[src/rtl/cpu_pkg.sv]
// Shared CPU definitions: fetch FSM state encoding, default bus widths and opcodes.
package cpu_pkg;

    localparam int BUS_WIDTH_DEF = 16;
    localparam int PC_WIDTH_DEF  = 8;

    localparam logic [3:0] OPC_NOP = 4'h0;

    typedef enum logic [1:0] {
        ST_IDLE = 2'd0,
        ST_REQ  = 2'd1,
        ST_WAIT = 2'd2
    } fetch_state_e;

endpackage

[src/rtl/fetch_unit_if.sv]
// Bundle between fetch_unit and its neighbours: control-unit strobes, instruction
// memory handshake and the fetched instruction / status outputs.
interface fetch_unit_if import cpu_pkg::*; #(
    parameter int BUS_WIDTH = BUS_WIDTH_DEF,
    parameter int PC_WIDTH  = PC_WIDTH_DEF
);

    logic                 imem_read;
    logic                 pc_inc;
    logic                 jump;
    logic [PC_WIDTH-1:0]  jump_addr;
    logic [BUS_WIDTH-1:0] imem_rdata;
    logic                 imem_ack;

    logic                 imem_req;
    logic [PC_WIDTH-1:0]  imem_addr;
    logic [BUS_WIDTH-1:0] ir;
    logic                 ir_valid;
    logic [PC_WIDTH-1:0]  pc;
    logic                 busy;
    logic                 fetch_err;

    // Control unit and memory side
    modport master (
        output imem_read, pc_inc, jump, jump_addr, imem_rdata, imem_ack,
        input  imem_req, imem_addr, ir, ir_valid, pc, busy, fetch_err
    );

    // Fetch unit side
    modport slave (
        input  imem_read, pc_inc, jump, jump_addr, imem_rdata, imem_ack,
        output imem_req, imem_addr, ir, ir_valid, pc, busy, fetch_err
    );

endinterface

[src/rtl/pc_reg.sv]
// Program counter register: jump load has priority over increment; increment wraps silently.
module pc_reg #(
    parameter int PC_WIDTH = 8
) (
    input  logic                clk,
    input  logic                reset,
    input  logic                jump,
    input  logic                pc_inc,
    input  logic [PC_WIDTH-1:0] jump_addr,
    output logic [PC_WIDTH-1:0] pc
);

    always_ff @(posedge clk or posedge reset) begin
        if (reset) begin
            pc <= '0;
        end else if (jump) begin
            pc <= jump_addr;
        end else if (pc_inc) begin
            pc <= pc + 1'b1;
        end
    end

endmodule

[src/rtl/fetch_unit.sv]
// Instruction fetch unit: one outstanding memory read at a time with an ack timeout,
// instruction register with a one-cycle valid pulse, and the program counter.
module fetch_unit import cpu_pkg::*; #(
    parameter int BUS_WIDTH = BUS_WIDTH_DEF,
    parameter int PC_WIDTH  = PC_WIDTH_DEF,
    parameter int TIMEOUT   = 8
) (
    input logic         clk,
    input logic         reset,
    fetch_unit_if.slave bus
);

    localparam logic [3:0]           TIMEOUT_CNT = 4'(TIMEOUT);
    localparam logic [BUS_WIDTH-1:0] IR_NOP      = {OPC_NOP, {(BUS_WIDTH-4){1'b0}}};

    fetch_state_e         state, state_nxt;
    logic [3:0]           cnt, cnt_nxt;
    logic [PC_WIDTH-1:0]  pc_q;
    logic [PC_WIDTH-1:0]  addr_q;
    logic [BUS_WIDTH-1:0] ir_q;
    logic                 ir_valid_q;
    logic                 err_q;
    logic                 addr_load;
    logic                 ir_load;
    logic                 err_set;

    pc_reg #(
        .PC_WIDTH (PC_WIDTH)
    ) u_pc_reg (
        .clk       (clk),
        .reset     (reset),
        .jump      (bus.jump),
        .pc_inc    (bus.pc_inc),
        .jump_addr (bus.jump_addr),
        .pc        (pc_q)
    );

    always_ff @(posedge clk or posedge reset) begin
        if (reset) begin
            state <= ST_IDLE;
            cnt   <= '0;
        end else begin
            state <= state_nxt;
            cnt   <= cnt_nxt;
        end
    end

    // Strobes arriving in a state that cannot use them fall through the defaults
    always_comb begin
        state_nxt = state;
        cnt_nxt   = cnt;
        addr_load = 1'b0;
        ir_load   = 1'b0;
        err_set   = 1'b0;
        unique case (state)
            ST_IDLE: begin
                if (bus.imem_read) begin
                    addr_load = 1'b1;
                    state_nxt = ST_REQ;
                end
            end
            ST_REQ: begin
                cnt_nxt   = '0;
                state_nxt = ST_WAIT;
            end
            ST_WAIT: begin
                if (bus.imem_ack) begin
                    ir_load   = 1'b1;
                    state_nxt = ST_IDLE;
                end else begin
                    cnt_nxt = cnt + 4'd1;
                    if (cnt_nxt == TIMEOUT_CNT) begin
                        err_set   = 1'b1;
                        state_nxt = ST_IDLE;
                    end
                end
            end
            default: begin
                state_nxt = ST_IDLE;
            end
        endcase
    end

    // Address is captured from the pre-update pc so a same-cycle jump/inc cannot move it
    always_ff @(posedge clk or posedge reset) begin
        if (reset) begin
            addr_q     <= '0;
            ir_q       <= IR_NOP;
            ir_valid_q <= 1'b0;
            err_q      <= 1'b0;
        end else begin
            ir_valid_q <= ir_load;
            if (addr_load) begin
                addr_q <= pc_q;
            end
            if (ir_load) begin
                ir_q  <= bus.imem_rdata;
                err_q <= 1'b0;
            end else if (err_set) begin
                err_q <= 1'b1;
            end
        end
    end

    assign bus.imem_req  = (state != ST_IDLE);
    assign bus.busy      = (state != ST_IDLE);
    assign bus.imem_addr = addr_q;
    assign bus.ir        = ir_q;
    assign bus.ir_valid  = ir_valid_q;
    assign bus.pc        = pc_q;
    assign bus.fetch_err = err_q;

endmodule

[src/flat_wrapper.sv]
// flat-port wrapper written by rule: the top's interface ports become plain ports
module fetch_unit_flat import cpu_pkg::*;
#(
    parameter int BUS_WIDTH = BUS_WIDTH_DEF,
    parameter int PC_WIDTH  = PC_WIDTH_DEF,
    parameter int TIMEOUT   = 8
)
  (clk, reset, bus_imem_read, bus_pc_inc, bus_jump, bus_jump_addr, bus_imem_rdata, bus_imem_ack, bus_imem_req, bus_imem_addr, bus_ir, bus_ir_valid, bus_pc, bus_busy, bus_fetch_err);
  fetch_unit_if #(.BUS_WIDTH(BUS_WIDTH), .PC_WIDTH(PC_WIDTH)) bus_i ();
  input logic clk;
  input logic reset;
  input wire logic [$bits(bus_i.imem_read)-1:0] bus_imem_read;
  input wire logic [$bits(bus_i.pc_inc)-1:0] bus_pc_inc;
  input wire logic [$bits(bus_i.jump)-1:0] bus_jump;
  input wire logic [$bits(bus_i.jump_addr)-1:0] bus_jump_addr;
  input wire logic [$bits(bus_i.imem_rdata)-1:0] bus_imem_rdata;
  input wire logic [$bits(bus_i.imem_ack)-1:0] bus_imem_ack;
  output wire logic [$bits(bus_i.imem_req)-1:0] bus_imem_req;
  output wire logic [$bits(bus_i.imem_addr)-1:0] bus_imem_addr;
  output wire logic [$bits(bus_i.ir)-1:0] bus_ir;
  output wire logic [$bits(bus_i.ir_valid)-1:0] bus_ir_valid;
  output wire logic [$bits(bus_i.pc)-1:0] bus_pc;
  output wire logic [$bits(bus_i.busy)-1:0] bus_busy;
  output wire logic [$bits(bus_i.fetch_err)-1:0] bus_fetch_err;
  assign bus_i.imem_read = bus_imem_read;
  assign bus_i.pc_inc = bus_pc_inc;
  assign bus_i.jump = bus_jump;
  assign bus_i.jump_addr = bus_jump_addr;
  assign bus_i.imem_rdata = bus_imem_rdata;
  assign bus_i.imem_ack = bus_imem_ack;
  assign bus_imem_req = bus_i.imem_req;
  assign bus_imem_addr = bus_i.imem_addr;
  assign bus_ir = bus_i.ir;
  assign bus_ir_valid = bus_i.ir_valid;
  assign bus_pc = bus_i.pc;
  assign bus_busy = bus_i.busy;
  assign bus_fetch_err = bus_i.fetch_err;
  fetch_unit #(.BUS_WIDTH(BUS_WIDTH), .PC_WIDTH(PC_WIDTH), .TIMEOUT(TIMEOUT)) u_core (.clk(clk), .reset(reset), .bus(bus_i));
endmodule
[config.mk]
export PLATFORM = sky130hd
export DESIGN_NAME = fetch_unit_flat
export DESIGN_NICKNAME = d
export VERILOG_FILES = /design/src/rtl/cpu_pkg.sv /design/src/rtl/fetch_unit_if.sv /design/src/rtl/pc_reg.sv /design/src/rtl/fetch_unit.sv /design/src/flat_wrapper.sv
export SDC_FILE = /design/constraint.sdc
export NUM_CORES = 1
export LEC_CHECK = 0
export ABC_AREA = 1
export CORE_AREA = 2 2 74 62
export CTS_CLUSTER_SIZE = 12
export DETAILED_ROUTE_END_ITERATION = 8
export DIE_AREA = 0 0 76 64
export PLACE_DENSITY_LB_ADDON = 0.05
export RECOVER_POWER = 100
export SYNTH_ARGS = -nofsm -noshare
export SYNTH_HDL_FRONTEND = slang
export SYNTH_SLANG_ARGS = --single-unit
export TNS_END_PERCENT = 5
[constraint.sdc]
create_clock -name clk -period 1.3 [get_ports clk]
set_input_delay 0.13 -clock clk [delete_from_list [all_inputs] [get_ports clk]]
set_output_delay 0.13 -clock clk [all_outputs]
set_load 0.005 [all_outputs]
==> flow_metrics.py <==
metrics = {
    "cells_and_area": {
        "diodes": 0,
        "fin_util_pct": 66.1,
        "instances_no_fill": 345,
        "largest_register_ffs": 16,
        "fillers": 361,
        "layout-drive-gt1-share_pct": 10.8,
        "area_growth_pct": 53.3,
        "fin_nets": 320,
    },
    "setup_path": {
        "arrival_ns": 1.42,
        "worstSetupStartpointType": "register",
        "required_ns": 1.47,
        "critPathCaptureType": "register",
        "path_class": "reg2reg",
        "crit_path_max_fanout": 5,
    },
    "floorplan": {
        "core-area_um2": 4070,
        "rows": 21,
        "dieArea_um2": 4860,
        "initial_core_util_pct": 43.1,
        "ios": 66,
        "dieWidth_um": 76,
        "dieHeight_um": 64,
    },
    "place": {
        "gp_congestion": 0.826,
        "portBuffers": 65,
        "dp_hpwl_um": 2930,
        "placed_cells": 330,
    },
    "cts": {
        "clk_latency_ns": 0.29,
        "max-clock-path-buffers": 2,
        "clock-root-buffer": "clkbuf_8",
        "htreeDepth": 2,
        "cts_tree": "done",
        "clk_pin_slew_ns": 0.07,
        "cts_num_sinks": 40,
        "cts_made_buffers": 5,
    },
    "yosys": {
        "ys_warn_count": 0,
        "synth_cell_types": 19,
        "postSynthRegisterBits": 40,
        "ys_seq_area_share_pct": 57.0,
        "avgSynthCellArea_um2": 8.56,
        "syn_area_um2": 1760,
        "synth_fp_nets": 238,
        "syn_inst": 205,
    },
    "detailed_routing": {
        "drt_iter0_markers": 76,
        "routed-wl-met2_um": 1830,
        "m1WireLength_um": 2010,
        "avgRoutedWirePerCell_um": 12.1,
        "drc": 0,
        "num_vias": 1601,
        "ant_nets": 0,
        "via_per_inst": 4.64,
        "wl_met3_um": 307,
        "firstDrtPassIters": 7,
        "top_layer_used": "met4",
        "routed_wl_um": 4190,
    },
    "global_routing": {
        "grt_overflow": 0,
        "grt_use_total_pct": 18.1,
        "grt_antenna_before_repair": 0,
        "grt_first_pass_wirelength_um": 6850,
        "grt_pass1_vias": 1478,
        "grt_max_degree": 40,
    },
    "timing": {
        "timing.hold.ws_ns": 0.373,
        "tightest_slew_ns": 0.462,
        "rsz0062_at_grt": "true",
        "max_slew_margin_pct": 69.1,
        "period_minus_slack_ns": 1.25,
        "tns_ns": 0,
        "fmax_mhz": 798,
        "maxSlewViolCount": 0,
        "finalSetupViolCount": 0,
        "hold_viol": 0,
        "period_share_pct": 96.4,
        "fin_skew_ns": 0.00736,
    },
    "hold_path": {
        "hp-class": "in2reg",
    },
    "run": {
        "maxCapViolations": 0,
    },
    "power": {
        "comb_power_share_pct": 41.2,
        "switching_share_pct": 32.8,
        "power_leakage_nw": 1.32,
        "p_total_mw": 4.79,
        "pwr-share-clk_pct": 17.4,
        "p_switching_mw": 1.57,
        "p_per_area_nw_per_um2": 1780,
        "seq_power_share_pct": 41.3,
        "peakVddDrop_uv": 1010,
        "internal_power_mw": 3.22,
    },
    "run_status": {
        "outcome": "finished clean",
    },
}
==> cell usage after synthesis <==
cell type | instances | area share [%]
a21oi_1 | 2 | 0.57
nand2_1 | 95 | 20
o21ai_0 | 10 | 2.9
nand3_1 | 15 | 4.3
o211ai_1 | 1 | 0.43
buf_6 | 1 | 0.64
buf_2 | 3 | 0.86
xor2_1 | 3 | 1.5
nand4_1 | 1 | 0.36
nand2_4 | 1 | 0.64
nor2_1 | 6 | 1.3
buf_4 | 1 | 0.43
ha_1 | 3 | 2.1
dfrtp_1 | 40 | 57
inv_2 | 1 | 0.21
a22oi_1 | 5 | 2.1
inv_1 | 15 | 3.2
nor2_4 | 1 | 0.64
inv_6 | 1 | 0.50
==> worst paths after layout <==
check / start / endpoint / slack, ns / cells past startpoint
worst max-delay path: u_core.state[0] / u_core.cnt[2] / 0.05 / 6
worst min-delay path: bus_imem_rdata[7] / u_core.bus.ir[7] / 0.37 / 3
worst max register to register: u_core.state[0] / u_core.cnt[2] / 0.05 / 6
worst min register to register: u_core.bus.ir[15] / u_core.bus.ir[15] / 0.48 / 2
max in group asynchronous: reset / u_core.u_pc_reg.pc[3] / 0.08 / 4
min in group asynchronous: reset / u_core.bus.ir[0] / 0.67 / 3
==> metrics by stage <==
| step | setup slack [ns] | cell area [µm²] |
|---|---|---|
| floorplan | 0.190 | 1760 |
| global placement | 0.0180 | 2520 |
| detailed placement | 0.00386 | 2520 |
| CTS | 0.00149 | 2650 |
| global route | -0.0460 | 2690 |
| finish | 0.0468 | 2690 |
==> worst max-delay path, stage by stage, from the launching register on <==
cell and delay [ns]:
dfrtp_1 0.38, buf_4 0.15, nor2_4 0.20, buf_6 0.14, nand2_1 0.08, nand2_1 0.10, o21ai_0 0.08
==> cells by family (layout without fill, tap and decap cells) <==
family / Yosys count / count (layout) / synth area share [%]
AOI/OAI and AO/OA: 18 / 18 / 5.99
xor gates and xnor gates: 3 / 3 / 1.50
DFF: 40 / 40 / 57.0
and+or+nand+nor: 119 / 119 / 27.5
buffers and inverters: 22 / 105 / 5.84
adders and majority gates: 3 / 3 / 2.14
==> layer usage <==
metal	GRT usage, %	up-vias
met2	28.5	54
li1	-	812
met5	0	-
met3	5.65	7
met1	24.4	728
met4	4.77	0
==> power groups by stage <==
stage | sequential, mW | combinational [mW] | clock [mW]
after CTS | 1.97 | 2.00 | 0.873
final | 1.98 | 1.97 | 0.835
after global placement | 1.99 | 1.88 | 0
after global routing | 2.04 | 2.20 | 0.931
after detailed placement | 1.99 | 1.92 | 0
after floorplan | 2.01 | 0.740 | 0
==> placed cells by master (no fill, tap or decap) <==
cell type	n
inv_2	1
nor2_4	1
nand2_8	2
nand4_1	1
buf_6	5
nand2_1	94
inv_1	15
clkdlybuf4s50_1	28
buf_4	9
clkbuf_8	6
o21ai_0	6
ha_1	2
dfrtp_2	4
ha_2	1
nor2_2	1
a22oi_1	5
clkinv_8	1
o211ai_1	1
dlygate4sd2_1	15
clkdlybuf4s25_1	20
a21oi_1	2
nand3_1	15
clkbuf_1	2
xor2_1	3
o21ai_1	4
nor2_1	5
dfrtp_1	36
dlygate4sd3_1	3
==> repair_timing <==
action	CTS	global route
gates cloned	0	1
endpoints found under the hold margin	1	0
endpoints found under the setup margin	15	52
hold buffers	1	0
buffers inserted	5	1
pin swaps	1	3
gates resized for setup	25	33
==> cell type report <==
| type | count | area [µm²] | share of cell area (%) |
|---|---|---|---|
| multi-input cells | 143 | 682 | 25.3 |
| repair buffers | 80 | 766 | 28.5 |
| clock buffers | 8 | 90.1 | 3.35 |
| flip-flops and latches | 40 | 1010 | 37.4 |
| well taps | 57 | 71.3 | 2.65 |
| inverters | 17 | 76.3 | 2.84 |
Note: power is estimated with default switching activity, not from simulation.
